==> src/rtl/eig_seq_ctrl.sv <==
// rtl/eig_seq_ctrl.sv - job sequencer between param_loader, eig_core and output_loader
module eig_seq_ctrl #(
   parameter int ACK_TO = 15,
   parameter int RUN_TO = 1023,
   parameter int OUT_TO = 511,
   parameter int CW     = 10
) (
   input  logic        clk,
   input  logic        rst_n,
   input  logic        ena,
   input  logic        params_vld,
   input  logic [31:0] a0_in,
   input  logic [31:0] a1_in,
   output logic        ctrl_busy,
   output logic        core_start,
   output logic [31:0] core_a0,
   output logic [31:0] core_a1,
   input  logic        core_busy,
   input  logic [31:0] core_kappa,
   input  logic [31:0] core_inv_kappa,
   input  logic [2:0]  core_regime,
   output logic        ol_start,
   output logic [31:0] ol_wordA,
   output logic [31:0] ol_wordB,
   output logic [2:0]  ol_mode,
   input  logic        ol_busy,
   output logic        done,
   output logic        err,
   output logic [1:0]  err_code
);

   typedef enum logic [3:0] {
      S_IDLE, S_LAUNCH, S_C_ACK, S_C_RUN, S_CAPT,
      S_O_LAUNCH, S_O_ACK, S_O_RUN, S_ERR
   } state_t;

   localparam logic [CW-1:0] ACK_LIM = CW'(ACK_TO);
   localparam logic [CW-1:0] RUN_LIM = CW'(RUN_TO);
   localparam logic [CW-1:0] OUT_LIM = CW'(OUT_TO);

   state_t        state;
   logic [CW-1:0] cnt;
   logic          err_from_out;   // timeout came from the loader, so no error frame is sent

   // Any non-idle state means a job owns the core and the loader.
   assign ctrl_busy = (state != S_IDLE);

   // Sequencer: state, timeout counter, latched operands/results and registered pulses.
   always_ff @(posedge clk or negedge rst_n) begin
      if (!rst_n) begin
         state        <= S_IDLE;
         cnt          <= '0;
         err_from_out <= 1'b0;
         core_start   <= 1'b0;
         core_a0      <= '0;
         core_a1      <= '0;
         ol_start     <= 1'b0;
         ol_wordA     <= '0;
         ol_wordB     <= '0;
         ol_mode      <= '0;
         done         <= 1'b0;
         err          <= 1'b0;
         err_code     <= '0;
      end else if (!ena) begin
         core_start <= 1'b0;
         ol_start   <= 1'b0;
         done       <= 1'b0;
      end else begin
         core_start <= 1'b0;
         ol_start   <= 1'b0;
         done       <= 1'b0;
         cnt        <= '0;
         case (state)
            S_IDLE: begin
               if (params_vld) begin
                  core_a0    <= a0_in;
                  core_a1    <= a1_in;
                  err        <= 1'b0;
                  err_code   <= 2'b00;
                  core_start <= 1'b1;
                  state      <= S_LAUNCH;
               end
            end
            S_LAUNCH: state <= S_C_ACK;
            S_C_ACK: begin
               if (core_busy) begin
                  state <= S_C_RUN;
               end else if (cnt == ACK_LIM) begin
                  state        <= S_ERR;
                  err          <= 1'b1;
                  err_code     <= 2'b01;
                  err_from_out <= 1'b0;
               end else begin
                  cnt <= cnt + 1'b1;
               end
            end
            S_C_RUN: begin
               if (!core_busy) begin
                  state <= S_CAPT;
               end else if (cnt == RUN_LIM) begin
                  state        <= S_ERR;
                  err          <= 1'b1;
                  err_code     <= 2'b10;
                  err_from_out <= 1'b0;
               end else begin
                  cnt <= cnt + 1'b1;
               end
            end
            S_CAPT: begin
               ol_wordA <= core_kappa;
               ol_wordB <= core_inv_kappa;
               ol_mode  <= core_regime;
               ol_start <= 1'b1;
               state    <= S_O_LAUNCH;
            end
            S_O_LAUNCH: state <= S_O_ACK;
            S_O_ACK: begin
               if (ol_busy) begin
                  state <= S_O_RUN;
               end else if (cnt == ACK_LIM) begin
                  state        <= S_ERR;
                  err          <= 1'b1;
                  err_code     <= 2'b01;
                  err_from_out <= 1'b1;
               end else begin
                  cnt <= cnt + 1'b1;
               end
            end
            S_O_RUN: begin
               if (!ol_busy) begin
                  state <= S_IDLE;
                  done  <= 1'b1;
               end else if (cnt == OUT_LIM) begin
                  state        <= S_ERR;
                  err          <= 1'b1;
                  err_code     <= 2'b11;
                  err_from_out <= 1'b1;
               end else begin
                  cnt <= cnt + 1'b1;
               end
            end
            S_ERR: begin
               err      <= 1'b1;
               ol_wordA <= '0;
               ol_wordB <= '0;
               ol_mode  <= 3'b111;
               if (err_from_out) begin
                  state <= S_IDLE;
                  done  <= 1'b1;
               end else begin
                  state    <= S_O_LAUNCH;
                  ol_start <= 1'b1;
               end
            end
            default: state <= S_IDLE;
         endcase
      end
   end

endmodule

==> config.mk <==
export PLATFORM = sky130hd
export DESIGN_NAME = eig_seq_ctrl
export DESIGN_NICKNAME = d
export VERILOG_FILES = /design/src/rtl/eig_seq_ctrl.sv
export SDC_FILE = /design/constraint.sdc
export NUM_CORES = 1
export LEC_CHECK = 0
export CORE_MARGIN = 5
export CORE_UTILIZATION = 31
export CTS_BUF_LIST = sky130_fd_sc_hd__clkbuf_8
export DETAILED_ROUTE_END_ITERATION = 8
export DONT_BUFFER_PORTS = 1
export GPL_ROUTABILITY_DRIVEN = 0
export MAX_ROUTING_LAYER = met4
export PLACE_DENSITY_LB_ADDON = 0.1
export SLEW_MARGIN = 20
export SYNTH_ARGS = -nofsm -noshare
export SYNTH_HDL_FRONTEND = slang
export SYNTH_SLANG_ARGS = --single-unit
==> constraint.sdc <==
create_clock -name clk -period 3.62 [get_ports clk]
set_input_delay 0.362 -clock clk [delete_from_list [all_inputs] [get_ports clk]]
set_output_delay 0.362 -clock clk [all_outputs]
set_load 0.005 [all_outputs]
==> impl_table.tex <==
\begin{tabular}{lr}
\hline
Metric & Value \\
\hline
\multicolumn{2}{l}{\textbf{Status}} \\
Run status & finished, violations left \\
Violations in the final reports & hold timing \\
\multicolumn{2}{l}{\textbf{Yosys}} \\
Ys async rst share & 100\% \\
Number of warnings reported in the yosys synthesis log & 0 \\
Post-synthesis simple-gate area fraction & 13.3\% \\
Dominant cell type by area after synthesis & dfrtp\_1 \\
Post-synth EDFFs & 0 \\
Post-Synth Adder-Cell Area & 0.197\% \\
Share of the yosys chip area belonging to registers & 59.9\% \\
FF+latch count, synth & 152 \\
Combinational family with the most area after synthesis & simple AND/OR/NAND/NOR gates \\
Synthesized-area fraction occupied by ao, oa, aoi and oai cells & 10.2\% \\
Leading post-synthesis cells by cell area & dfrtp\_1, nand2\_1, mux2\_1 \\
Synth Flop Type & dfrtp\_1 \\
Share of the synthesized area in the top cell type & 59.9\% \\
Parity-gate share of the synthesized area counting xor and xnor cells & 0.276\% \\
Mux share of post-synthesis cell area & 12.4\% \\
Area of the mapped netlist & 0.00635 sq mm \\
Syn\_area\_per\_cell & 11.0 sq um \\
Synth Net Count & 717 \\
Unique masters post-synth & 48 \\
Cell count after synthesis & 579 \\
\multicolumn{2}{l}{\textbf{Global routing}} \\
Largest net degree at the start of global routing & 153 \\
Via count of the first global-routing pass & 4259 \\
Global-route wire length before repair & 25400 um \\
Total Routing Usage GR & 14.0\% \\
Antenna violations before repair & 0 \\
Overall overflow remaining after global route & 0 \\
\multicolumn{2}{l}{\textbf{Drt}} \\
Number of design-rule violations left by the first detailed-router iteration & 250 \\
WL per Instance & 19.0 um \\
TritonRoute pass-1 iters & 5 \\
Drt total wl & 16200 um \\
Total DRC errors in the routed layout & 0 \\
Via density per instance & 4.81 \\
Vias post-DR & 4100 \\
Antenna Nets Post-Route & 0 \\
\multicolumn{2}{l}{\textbf{Timing}} \\
Number of pins exceeding their max-slew limit in the final report & 0 \\
Unrepaired setup endpoints after global routing & false \\
Final Hold Slack & -399 ps \\
Slew HR & 34.4\% \\
Worst-case clock skew & 10.3 ps \\
Maximum clock frequency & 419 MHz \\
Pin slew with the least headroom to its limit & 984 ps \\
\# setup viols final & 0 \\
Share of the clock period used by the worst path & 65.9\% \\
Final worst-path setup slack & 1230 ps \\
Total count of hold-check failures in the final report & 152 \\
Minimum clock period after layout & 2390 ps \\
Total negative setup slack & 0 ps \\
\multicolumn{2}{l}{\textbf{Placed design}} \\
Post-Place Worst Slack & 1240 ps \\
Count of buffers inserted at the top-level ports & 0 \\
Sum of net half-perimeters after detailed placement & 11700 um \\
Post-place instance area & 0.00653 sq mm \\
\multicolumn{2}{l}{\textbf{Clock network}} \\
Clock slew seen by the registers of the worst setup and hold paths & 90 ps \\
CTS sink count & 152 \\
Root buf cell & clkbuf\_8 \\
Total clock buffers created by CTS & 17 \\
CTS resizes & 0 \\
CTS tree & yes \\
Clock Latency Late Sink & 440 ps \\
CTS H-tree lvls & 4 \\
Bufs on Longest Clock Path & 2 \\
CTS Hold Buffers Added & 7 \\
Number of buffers added for setup after CTS & 0 \\
\multicolumn{2}{l}{\textbf{Finish}} \\
Synth-to-Final Area Change & 10.1\% \\
Post-Layout Inst Area & 0.00699 sq mm \\
Antenna diode count & 0 \\
Fraction of layout cells with a size suffix above 1 & 12.0\% \\
NumNets Final & 707 \\
\multicolumn{2}{l}{\textbf{Power and ir drop}} \\
Worst IR Drop VDD & 228 uV \\
Total power & 5580 uW \\
P\_leak & 0.00316 uW \\
Pwr/cell area & 798 mW/mm\^{}2 \\
\multicolumn{2}{l}{\textbf{Worst setup path}} \\
Cell with the largest stage delay on the worst path & or4\_4 \\
Cell-by-cell trace of the critical path & xnor2\_1 -> or4\_4 -> buf\_4 -> nand2\_1 -> o21ai\_0 \\
Category of the critical setup timing path & reg2reg \\
Kind of start point of the critical path & flip-flop \\
Maximum net fanout on the critical path & 113 \\
Crit path required time & 3940 ps \\
Element type at the critical path end & flip-flop \\
Worst EP arrival & 2700 ps \\
FF-to-FF path depth & 5 \\
Worst stage delay on the critical path & 800 ps \\
\multicolumn{2}{l}{\textbf{Die}} \\
Cell row count & 52 \\
Core area & 0.0202 sq mm \\
Io pins & 275 \\
Full die area & 0.0234 sq mm \\
Initial standard-cell utilization of the core & 31.5\% \\
Y dimension of the die & 153 um \\
Die width & 153 um \\
\multicolumn{2}{l}{\textbf{Hold path}} \\
Worst hold-check path type & in2async \\
\multicolumn{2}{l}{\textbf{Run}} \\
Max capacitance violation total & 0 \\
\hline
\end{tabular}
flip-flops by register name (all words and copies together) (netlist names):
name,count
cnt,10
ol_mode,3
err_code,2
core_a0,32
core_start,1
ol_wordA,32
state,4
done,1
err,1
core_a1,32
ol_wordB,32
ol_start,1
err_from_out,1
per-layer routing:
metal	track usage (%)	wire (um)	up-vias
met4	4.58	255	0
met5	-	0	-
met2	23.6	8610	150
met1	15.9	6230	1985
li1	-	-	1949
met3	4.47	1130	16
power breakdown:
group / switching [uW] / internal [uW] / total (uW) / leakage, uW
combinational: 593 / 553 / 1150 / 0.00106
clock: 663 / 616 / 1280 / 0.000200
sequential: 714 / 2440 / 3150 / 0.00190
total: 1970 / 3610 / 5580 / 0.00316
critical path: cells and delay by family, from the launching register on:
family | cells | cell delay, ps
flip-flops | 1 | 730
buffers and inverters | 1 | 380
AO/OA/AOI/OAI | 1 | 70
AND/OR/NAND/NOR | 2 | 890
XOR/XNOR | 1 | 140
stage by stage:
stage	cells	utilization [%]
after floorplan	579	-
after global placement	813	32.4
after detailed placement	813	32.4
after CTS	852	34.6
after global routing	852	34.6
final	852	34.6
cell usage in the layout (no fill, tap or decap), types with 2 or more instances in the layout:
cell type	Yosys	final
a21oi_1	6	6
a31oi_1	2	2
a32o_1	2	2
a32oi_1	2	2
buf_4	0	2
bufinv_16	0	2
clkbuf_8	0	17
clkinv_2	0	2
clkinv_4	0	3
clkinvlp_4	0	2
dfrtp_1	152	152
dlygate4sd3_1	0	7
inv_1	9	11
inv_6	0	4
mux2_1	41	41
mux2_2	26	26
mux2i_1	3	3
nand2_1	144	143
nand2b_1	2	2
nand3_1	3	3
nor2_1	21	21
nor2_4	1	2
nor3_1	9	9
nor4_1	3	3
o211ai_1	3	3
o21ai_0	63	63
o21ai_1	12	12
o221ai_1	4	4
o2bb2ai_1	4	4
o31ai_1	3	3
or2_2	2	2
or4_4	2	3
xnor2_1	2	2
cell usage after synthesis, drive strengths merged (3+ instances only):
| cell | instances |
|---|---|
| nand3 | 3 |
| nor3 | 9 |
| dfrtp | 152 |
| inv | 9 |
| o221ai | 4 |
| or4 | 3 |
| mux2i | 3 |
| o211ai | 3 |
| o2bb2ai | 4 |
| nand2 | 144 |
| clkbuf | 20 |
| buf | 19 |
| nor4 | 5 |
| mux2 | 67 |
| a21oi | 6 |
| nor2 | 23 |
| o31ai | 3 |
| o21ai | 75 |
cell type report:
type | count | area, sq um
fill | 2047 | 13200
sequential | 152 | 3800
multi-input combinational | 379 | 2320
tap | 270 | 338
clock buffer | 17 | 234
clock inverter | 15 | 154
timing repair buffer | 10 | 105
inverter | 9 | 33.8
cell families after synthesis:
family	after synthesis
compound gates	109
xor+xnor	2
fa+ha+maj	1
buf+inv	48
flops	152
mux	70
simple gates	197
path summary, 6_finish.rpt:
| kind | end | slack [ps] | startpoint |
|---|---|---|---|
| hold reg to reg | ol_wordA[16]$_DFFE_PN0P_ | 520 | ol_wordA[16]$_DFFE_PN0P_ |
| hold / removal | ol_wordB[15]$_DFFE_PN0P_ | -400 | rst_n |
| setup / recovery | ol_wordB[9]$_DFFE_PN0P_ | 1230 | state[2]$_DFFE_PN0P_ |
| min in group clk | ol_wordB[6]$_DFFE_PN0P_ | 40 | core_inv_kappa[6] |
| max in group asynchronous | cnt[1]$_DFFE_PN0P_ | 3700 | rst_n |
| setup reg to reg | ol_wordB[9]$_DFFE_PN0P_ | 1230 | state[2]$_DFFE_PN0P_ |
Note: power is estimated with default switching activity, not from simulation.
